`src/rtl/frame_pipeline_sequencer.sv`:
```
// Frame pipeline sequencer: capture -> core processing -> LeNet inference -> result.
// One frame per pass, per-stage watchdog, sticky timeout flag and wrapping frame counter.
module frame_pipeline_sequencer #(
    parameter int TIMEOUT = 1048576,
    parameter int CNT_W   = 8
) (
    input  logic             clk,
    input  logic             rst_n,
    input  logic             run_en,
    input  logic             pause,
    input  logic             capture_end,
    input  logic             core_end,
    input  logic             lenet_ready,
    input  logic [3:0]       lenet_digit,
    output logic             capture_en,
    output logic             core_start,
    output logic             lenet_go,
    output logic [3:0]       digit_out,
    output logic             digit_valid,
    output logic [CNT_W-1:0] frame_count,
    output logic             timeout_err,
    output logic             busy
);

    localparam int WD_W = (TIMEOUT > 2) ? $clog2(TIMEOUT) : 1;
    localparam logic [WD_W-1:0] WD_LAST = WD_W'(TIMEOUT - 1);

    typedef enum logic [2:0] {
        IDLE, CAPTURE, PROCESS, INFER_REQ, INFER_WAIT, DONE
    } state_t;

    state_t           r_state;
    logic [WD_W-1:0]  r_wdog;
    logic             r_accepted;
    logic             r_capture_en;
    logic             r_core_start;
    logic             r_lenet_go;
    logic [3:0]       r_digit_out;
    logic             r_digit_valid;
    logic [CNT_W-1:0] r_frame_count;
    logic             r_timeout_err;
    logic             r_busy;

    always_ff @(posedge clk or negedge rst_n) begin
        state_t v_next;
        logic   v_wd_hit;
        if (!rst_n) begin
            r_state       <= IDLE;
            r_wdog        <= '0;
            r_accepted    <= 1'b0;
            r_capture_en  <= 1'b0;
            r_core_start  <= 1'b0;
            r_lenet_go    <= 1'b0;
            r_digit_out   <= 4'd0;
            r_digit_valid <= 1'b0;
            r_frame_count <= '0;
            r_timeout_err <= 1'b0;
            r_busy        <= 1'b0;
        end else begin
            v_next   = r_state;
            v_wd_hit = (r_wdog == WD_LAST);
            r_core_start  <= 1'b0;
            r_lenet_go    <= 1'b0;
            r_digit_valid <= 1'b0;

            // Abort on run_en low wins over end pulses; end pulses win over the watchdog.
            case (r_state)
                IDLE: begin
                    if (run_en && !pause) begin
                        v_next = CAPTURE;
                        r_timeout_err <= 1'b0;
                    end
                end
                CAPTURE: begin
                    if (!run_en) v_next = IDLE;
                    else if (capture_end) begin
                        v_next = PROCESS;
                        r_core_start <= 1'b1;
                    end else if (v_wd_hit) begin
                        v_next = IDLE;
                        r_timeout_err <= 1'b1;
                    end
                end
                PROCESS: begin
                    if (!run_en) v_next = IDLE;
                    else if (core_end) v_next = INFER_REQ;
                    else if (v_wd_hit) begin
                        v_next = IDLE;
                        r_timeout_err <= 1'b1;
                    end
                end
                INFER_REQ: begin
                    if (!run_en) v_next = IDLE;
                    else if (lenet_ready) begin
                        v_next = INFER_WAIT;
                        r_lenet_go <= 1'b1;
                    end else if (v_wd_hit) begin
                        v_next = IDLE;
                        r_timeout_err <= 1'b1;
                    end
                end
                INFER_WAIT: begin
                    // Engine must first drop ready (accept) before a rising ready means done.
                    if (!r_accepted) begin
                        if (!lenet_ready) r_accepted <= 1'b1;
                    end
                    if (r_accepted && lenet_ready) begin
                        v_next = DONE;
                        r_digit_out   <= lenet_digit;
                        r_digit_valid <= 1'b1;
                        r_frame_count <= r_frame_count + 1'b1;
                    end else if (v_wd_hit) begin
                        v_next = IDLE;
                        r_timeout_err <= 1'b1;
                    end
                end
                DONE: begin
                    if (!run_en) v_next = IDLE;
                    else if (!pause) v_next = CAPTURE;
                end
                default: v_next = IDLE;
            endcase

            if (v_next != r_state) begin
                r_wdog <= '0;
                if (v_next == INFER_WAIT) r_accepted <= 1'b0;
            end else if (r_state != IDLE && r_state != DONE) begin
                r_wdog <= r_wdog + 1'b1;
            end

            r_state      <= v_next;
            r_capture_en <= (v_next == CAPTURE);
            r_busy       <= (v_next != IDLE) && (v_next != DONE);
        end
    end

    assign capture_en  = r_capture_en;
    assign core_start  = r_core_start;
    assign lenet_go    = r_lenet_go;
    assign digit_out   = r_digit_out;
    assign digit_valid = r_digit_valid;
    assign frame_count = r_frame_count;
    assign timeout_err = r_timeout_err;
    assign busy        = r_busy;

endmodule

```
`config.mk`:
```
export PLATFORM = sky130hd
export DESIGN_NAME = frame_pipeline_sequencer
export DESIGN_NICKNAME = d
export VERILOG_FILES = /design/src/rtl/frame_pipeline_sequencer.sv
export SDC_FILE = /design/constraint.sdc
export NUM_CORES = 1
export LEC_CHECK = 0
export ABC_AREA = 1
export CORE_MARGIN = 2
export CORE_UTILIZATION = 39
export CTS_CLUSTER_SIZE = 14
export DETAILED_ROUTE_END_ITERATION = 16
export MAX_ROUTING_LAYER = met4
export SETUP_SLACK_MARGIN = 0.1
export SYNTH_ARGS = -nofsm -noshare
export SYNTH_HDL_FRONTEND = slang
export SYNTH_SLANG_ARGS = --single-unit
```
`constraint.sdc`:
```
create_clock -name clk -period 3.38 [get_ports clk]
set_input_delay 0.676 -clock clk [delete_from_list [all_inputs] [get_ports clk]]
set_output_delay 0.676 -clock clk [all_outputs]
set_load 0.01 [all_outputs]
```
# Yosys cells after proc, flatten, opt, wreduce, memory -nomap -nowiden
# Cells that the tools add are included.
word_totals:
  input_bits: 11
  ff_bits: 42
  word_cells: 81
  output_inout_bits: 18
op_classes:
  reduce_logical: 12
  addsub: 2
  n_eq_ne: 19
  muxes: 37
op_table:
  columns: ["operator", "n"]
  rows:
  - ["$mux 20", 2]
  - ["$mux 3", 11]
  - ["$mux 1", 22]
  - ["$add 20x1->20 const B", 1]
  - ["$eq 20x20->1 const B", 1]
  - ["$pmux 3 s6", 1]
  - ["$ne 2x2->1 const B", 8]
  - ["$eq 3x3->1 const B", 3]
  - ["$reduce_and 9->1", 1]
  - ["$add 8x1->8 const B", 1]
  - ["$eq 3x1->1 const B", 2]
  - ["$eq 3x2->1 const B", 2]
  - ["$ne 3x3->1 const B", 2]
  - ["$reduce_bool 3->1", 2]
  - ["$pmux 1 s5", 1]
  - ["$reduce_bool 5->1", 1]
  - ["$logic_and 1x1->1", 4]
  - ["$logic_not 3->1", 1]
  - ["$ne 3x3->1", 1]
  - ["$reduce_and 2->1", 1]
  - ["$reduce_bool 2->1", 1]
  - ["$logic_not 1->1", 1]

# Logic depth before layout (Yosys ltp)
logic_depth:
  depth_word: 8
  mapped_depth: 13
  mapped_depth_nobuf: 12

# Least setup slack after synthesis
# OpenSTA, ideal clock, no wires.
synth_timing:
  kind: "input to register"
  start: "in run_en"
  end: "reg r_wdog[12]"
  n_path_buf: 1
  required_ns: 3.311
  slack_ns: 1.746
  arrival_ns: 1.565
  cell_stages: 11
  setup_time_ns: 0.069
  path_cell_list: "inv_2 > nor2_2 > nand3_1 > a21oi_1 > nand2_1 > nand2_2 > nand2_2 > nand2_2 > nand3_2 > buf_6 > nor2_2"
synth_between:
  elab_chain_cells: 5
  word_cells_on_any_way: 10
  classes_between: "eq/ne: 1; mux: 7; reduce/logical: 2"
synth_lines:
  columns: ["item", "line_no", "source"]
  rows:
  - ["from (decl)", "9", "input logic run_en,"]
  - ["$logic_and 1x1->1", "69", "if (run_en && !pause) begin"]
  - ["$mux 3", "69", null]
  - ["$pmux 3 s6 (*)", "67", "case (r_state)"]
  - ["$ne 3x3->1 (*)", "124", "if (v_next != r_state) begin"]
  - ["$mux 20 / $reduce_bool 2->1 (equally long branches)", null, null]
  - ["to (signal assigned)", "128", "r_wdog <= r_wdog + 1'b1;"]
  - ["to (decl)", "33", "logic [WD_W-1:0] r_wdog;"]
# Every way passes the cells marked *; elsewhere a longest branch is shown, timed or not.
# A chain may end at the register's enable or synchronous reset.

# Final worst setup path
layout_timing:
  start: "in run_en"
  end: "reg r_wdog[2]"
# The elaborated chain is that of the path after synthesis.

==> out/summary.txt <==
LOGIC SYNTHESIS
------------------------------------------------------------------------------------------
Avg Synthesized Cell Area ...................................................     8.74 um2
Syn_nets ....................................................................          278
Post-synthesis instance area ................................................  0.00232 mm2
Sequential fraction of the synthesis area ...................................        45.4%
Post-synthesis register bit count ...........................................           42
Syn. warnings ...............................................................            0
Cells after Synth ...........................................................          265
Number of distinct library cells after synthesis ............................           31

CELLS AND AREA
------------------------------------------------------------------------------------------
Fraction of layout cells with a size suffix above 1 .........................        21.8%
Most frequent cells in the layout ........................................... 68 x nand2_1, 42 x dfrtp_1, 27 x nor2_2, 27 x clkdlybuf4s50_1, 20 x inv_1
Most common library cell in the layout ignoring fill and taps ...............      nand2_1
Count of inserted antenna diode cells .......................................            0
Total Nets Final ............................................................          310
Final Util ..................................................................        48.0%
Area growth from synthesis to layout ........................................        20.4%
Final non-filler cell area ..................................................  0.00279 mm2
Count of placed standard cells in the final layout, fillers left out ........          373

GRT
------------------------------------------------------------------------------------------
Global route total overflow .................................................            0
Maximum number of pins on one net before global-route repair ................           43
Global-route wire length before repair ......................................      7710 um
Vias in the first global route ..............................................        1,711
Global routing usage summed across all routing layers .......................        15.8%
Antenna violations before repair ............................................            0

TIMING
------------------------------------------------------------------------------------------
Total count of hold-check failures in the final report ......................            0
Setup TNS after final layout ................................................         0 ns
Transition time at the pin with the least slew margin .......................     0.918 ns
Slew Limit Headroom .........................................................        38.8%
Clock period minus worst slack ..............................................      2.23 ns
Clock Skew ..................................................................   0.00739 ns
Final worst-path cycle share ................................................        65.9%
Unrepaired setup endpoints after global routing .............................           no
Peak clock frequency supported by timing ....................................      449 MHz
Final Setup Violations ......................................................            0
Max-slew violation count ....................................................            0

FLOORPLANNING
------------------------------------------------------------------------------------------
Starting density of the core ................................................        39.8%
Die area ....................................................................  0.00657 mm2
Number of standard-cell rows in the floorplan ...............................           28
Height of the chip ..........................................................      81.1 um
Die outline width ...........................................................      81.1 um
Placeable core region .......................................................  0.00582 mm2
Num ports ...................................................................           29

POWER AND IR DROP
------------------------------------------------------------------------------------------
Power density over cell area ................................................   664 mW/mm2
Leakage Power ...............................................................      1.24 nW
Peak supply drop ............................................................   0.000378 V

WORST SETUP PATH
------------------------------------------------------------------------------------------
Startpoint types ............................................................ primary input
Worst-path maximum fanout ...................................................           20
Launch point of the worst reg-to-reg path ...................................   r_state[0]
Endpoint type of the worst setup path .......................................    flip-flop
Type of the worst setup path ................................................    in -> reg
Arrival time at the worst endpoint ..........................................      2.40 ns
End of the worst register-to-register path ..................................    r_wdog[2]
Data required time at the worst endpoint ....................................      3.56 ns
CP startpoint ...............................................................       run_en
R2R setup slack .............................................................      1.37 ns
R2R cell count ..............................................................           11

WORST HOLD PATH
------------------------------------------------------------------------------------------
End of the worst hold path .................................................. digit_out[3]
Launch point of the worst hold path ......................................... digit_out[3]
HP Class ....................................................................   reg -> reg
Number of cells on the worst hold path ......................................            2

FLOW RUN
------------------------------------------------------------------------------------------
Maximum Capacitance Violations ..............................................            0

ROUTING
------------------------------------------------------------------------------------------
Ratio of routed vias to standard cells ......................................         4.63
Final routed wire length divided by cell count ..............................      11.6 um
Residual DRC count ..........................................................            0
Count of antenna-violating nets left after detailed routing .................            0
Number of iterations in the first detailed-routing pass .....................            4
Iteration-0 DRC Markers .....................................................           55
Routed vias .................................................................        1,727
Total detailed-routing wirelength ...........................................      4320 um

CLOCKING
------------------------------------------------------------------------------------------
Buffer levels on the longest clock path .....................................            2
Number of cells upsized or downsized after cts ..............................            0
Setup Fix Bufs, Post-CTS ....................................................            0
Clock tree from TritonCTS ...................................................        built
Clock H-tree levels .........................................................            2
Cts hold-fix bufs ...........................................................            0
Total number of clock tree sinks ............................................           42
Clock edge transition at the registers on the reported setup and hold paths .      0.08 ns
TritonCTS Buffers ...........................................................            5
Root Buffer .................................................................     clkbuf_8
Worst-Skew Late Latency .....................................................      0.29 ns

PLACE
------------------------------------------------------------------------------------------
Placed cell area ............................................................  0.00265 mm2
HPWL Detailed ...............................................................      3070 um
Number of placed instances with taps included ...............................          365
Number of input and output port buffers inserted ............................           28
Placer's final routability congestion estimate ..............................        0.925

STATUS
------------------------------------------------------------------------------------------
Run status .................................................................. complete, no violations

-- layer usage --
layer	up-vias	track usage (%)	share of wire (%)
li1	893	-	-
met1	790	20.4	47
met2	35	23.7	46
met3	9	4.33	4.7
met4	0	5.93	1.9
met5	-	-	0
-- state kept, by name, indices dropped and copies added (netlist names) --
register and flops:
busy 1, capture_en 1, core_start 1, digit_out 4
digit_valid 1, frame_count 8, lenet_go 1, r_accepted 1
r_state 3, r_wdog 20, timeout_err 1
-- Yosys cell counts, drive strengths merged --
library cell / instances / share of area (%)
o21bai: 2 / 0.65
nand2: 77 / 14
ha: 2 / 1.1
nand4: 7 / 1.9
xnor2: 6 / 2.3
nor2: 49 / 13
dfrtp: 42 / 45
o22a: 1 / 0.38
nor3: 3 / 0.65
mux2i: 1 / 0.43
and3: 1 / 0.27
o21ai: 3 / 0.81
buf: 4 / 1.8
a21oi: 3 / 0.65
nor3b: 1 / 0.81
xor2: 15 / 5.7
nand3b: 1 / 0.32
o21a: 1 / 0.32
inv: 27 / 4.7
nand3: 19 / 5.3
-- critical path: stages --
cell             delay, ns
clkdlybuf4s50_1       0.58
inv_2                 0.11
nor2_2                0.14
nand3_1               0.09
a21oi_1               0.12
nand2_1               0.09
nand3_1               0.09
nand2_2               0.06
nand3_2               0.05
buf_4                 0.33
nor2_2                0.06
-- report_power, final --
group          total, mW  internal [mW]  switching, mW
combinational      0.727          0.259          0.467
sequential         0.651          0.577         0.0742
clock              0.476          0.296          0.180
total               1.85           1.13          0.721
-- per-stage QoR --
stage	worst slack, ns	hold WS (ns)	power (mW)
after floorplan	1.75	0.380	1.23
after global placement	0.921	0.461	1.39
after detailed placement	0.867	0.467	1.39
after CTS	1.17	0.489	1.89
after global routing	0.956	0.516	1.98
final	1.15	0.486	1.85
-- worst max-delay path by stage --
stage / endpoint / slack, ns
detailed placement: r_wdog[19] / 0.87
global route: r_wdog[8] / 0.96
finish: r_wdog[2] / 1.15
global placement: r_wdog[4] / 0.92
floorplan: r_wdog[12] / 1.75
CTS: r_wdog[2] / 1.17
-- kinds of logic (layout without fill, tap and decap cells) --
group	count (synthesis)	in the layout	share of synthesized area [%]
AO/OA/AOI/OAI	10	10	2.81
XOR/XNOR	21	21	7.94
adder cells (fa/ha/maj)	2	2	1.08
buffers and inverters	31	64	6.48
flip-flops	42	42	45.4
multiplexers	1	1	0.432
AND/OR/NAND/NOR	158	158	35.9
-- cell type report --
type                            instances  area [um2]
Clock inverter                          3        68.8
Sequential cell                        42        1050
Timing Repair Buffer                   29         283
Fill cell                             592        3030
Inverter                               27         109
Clock buffer                            5        68.8
Multi-Input combinational cell        192        1120
Tap cell                               75        93.8
(Power assumes the default switching activity.)
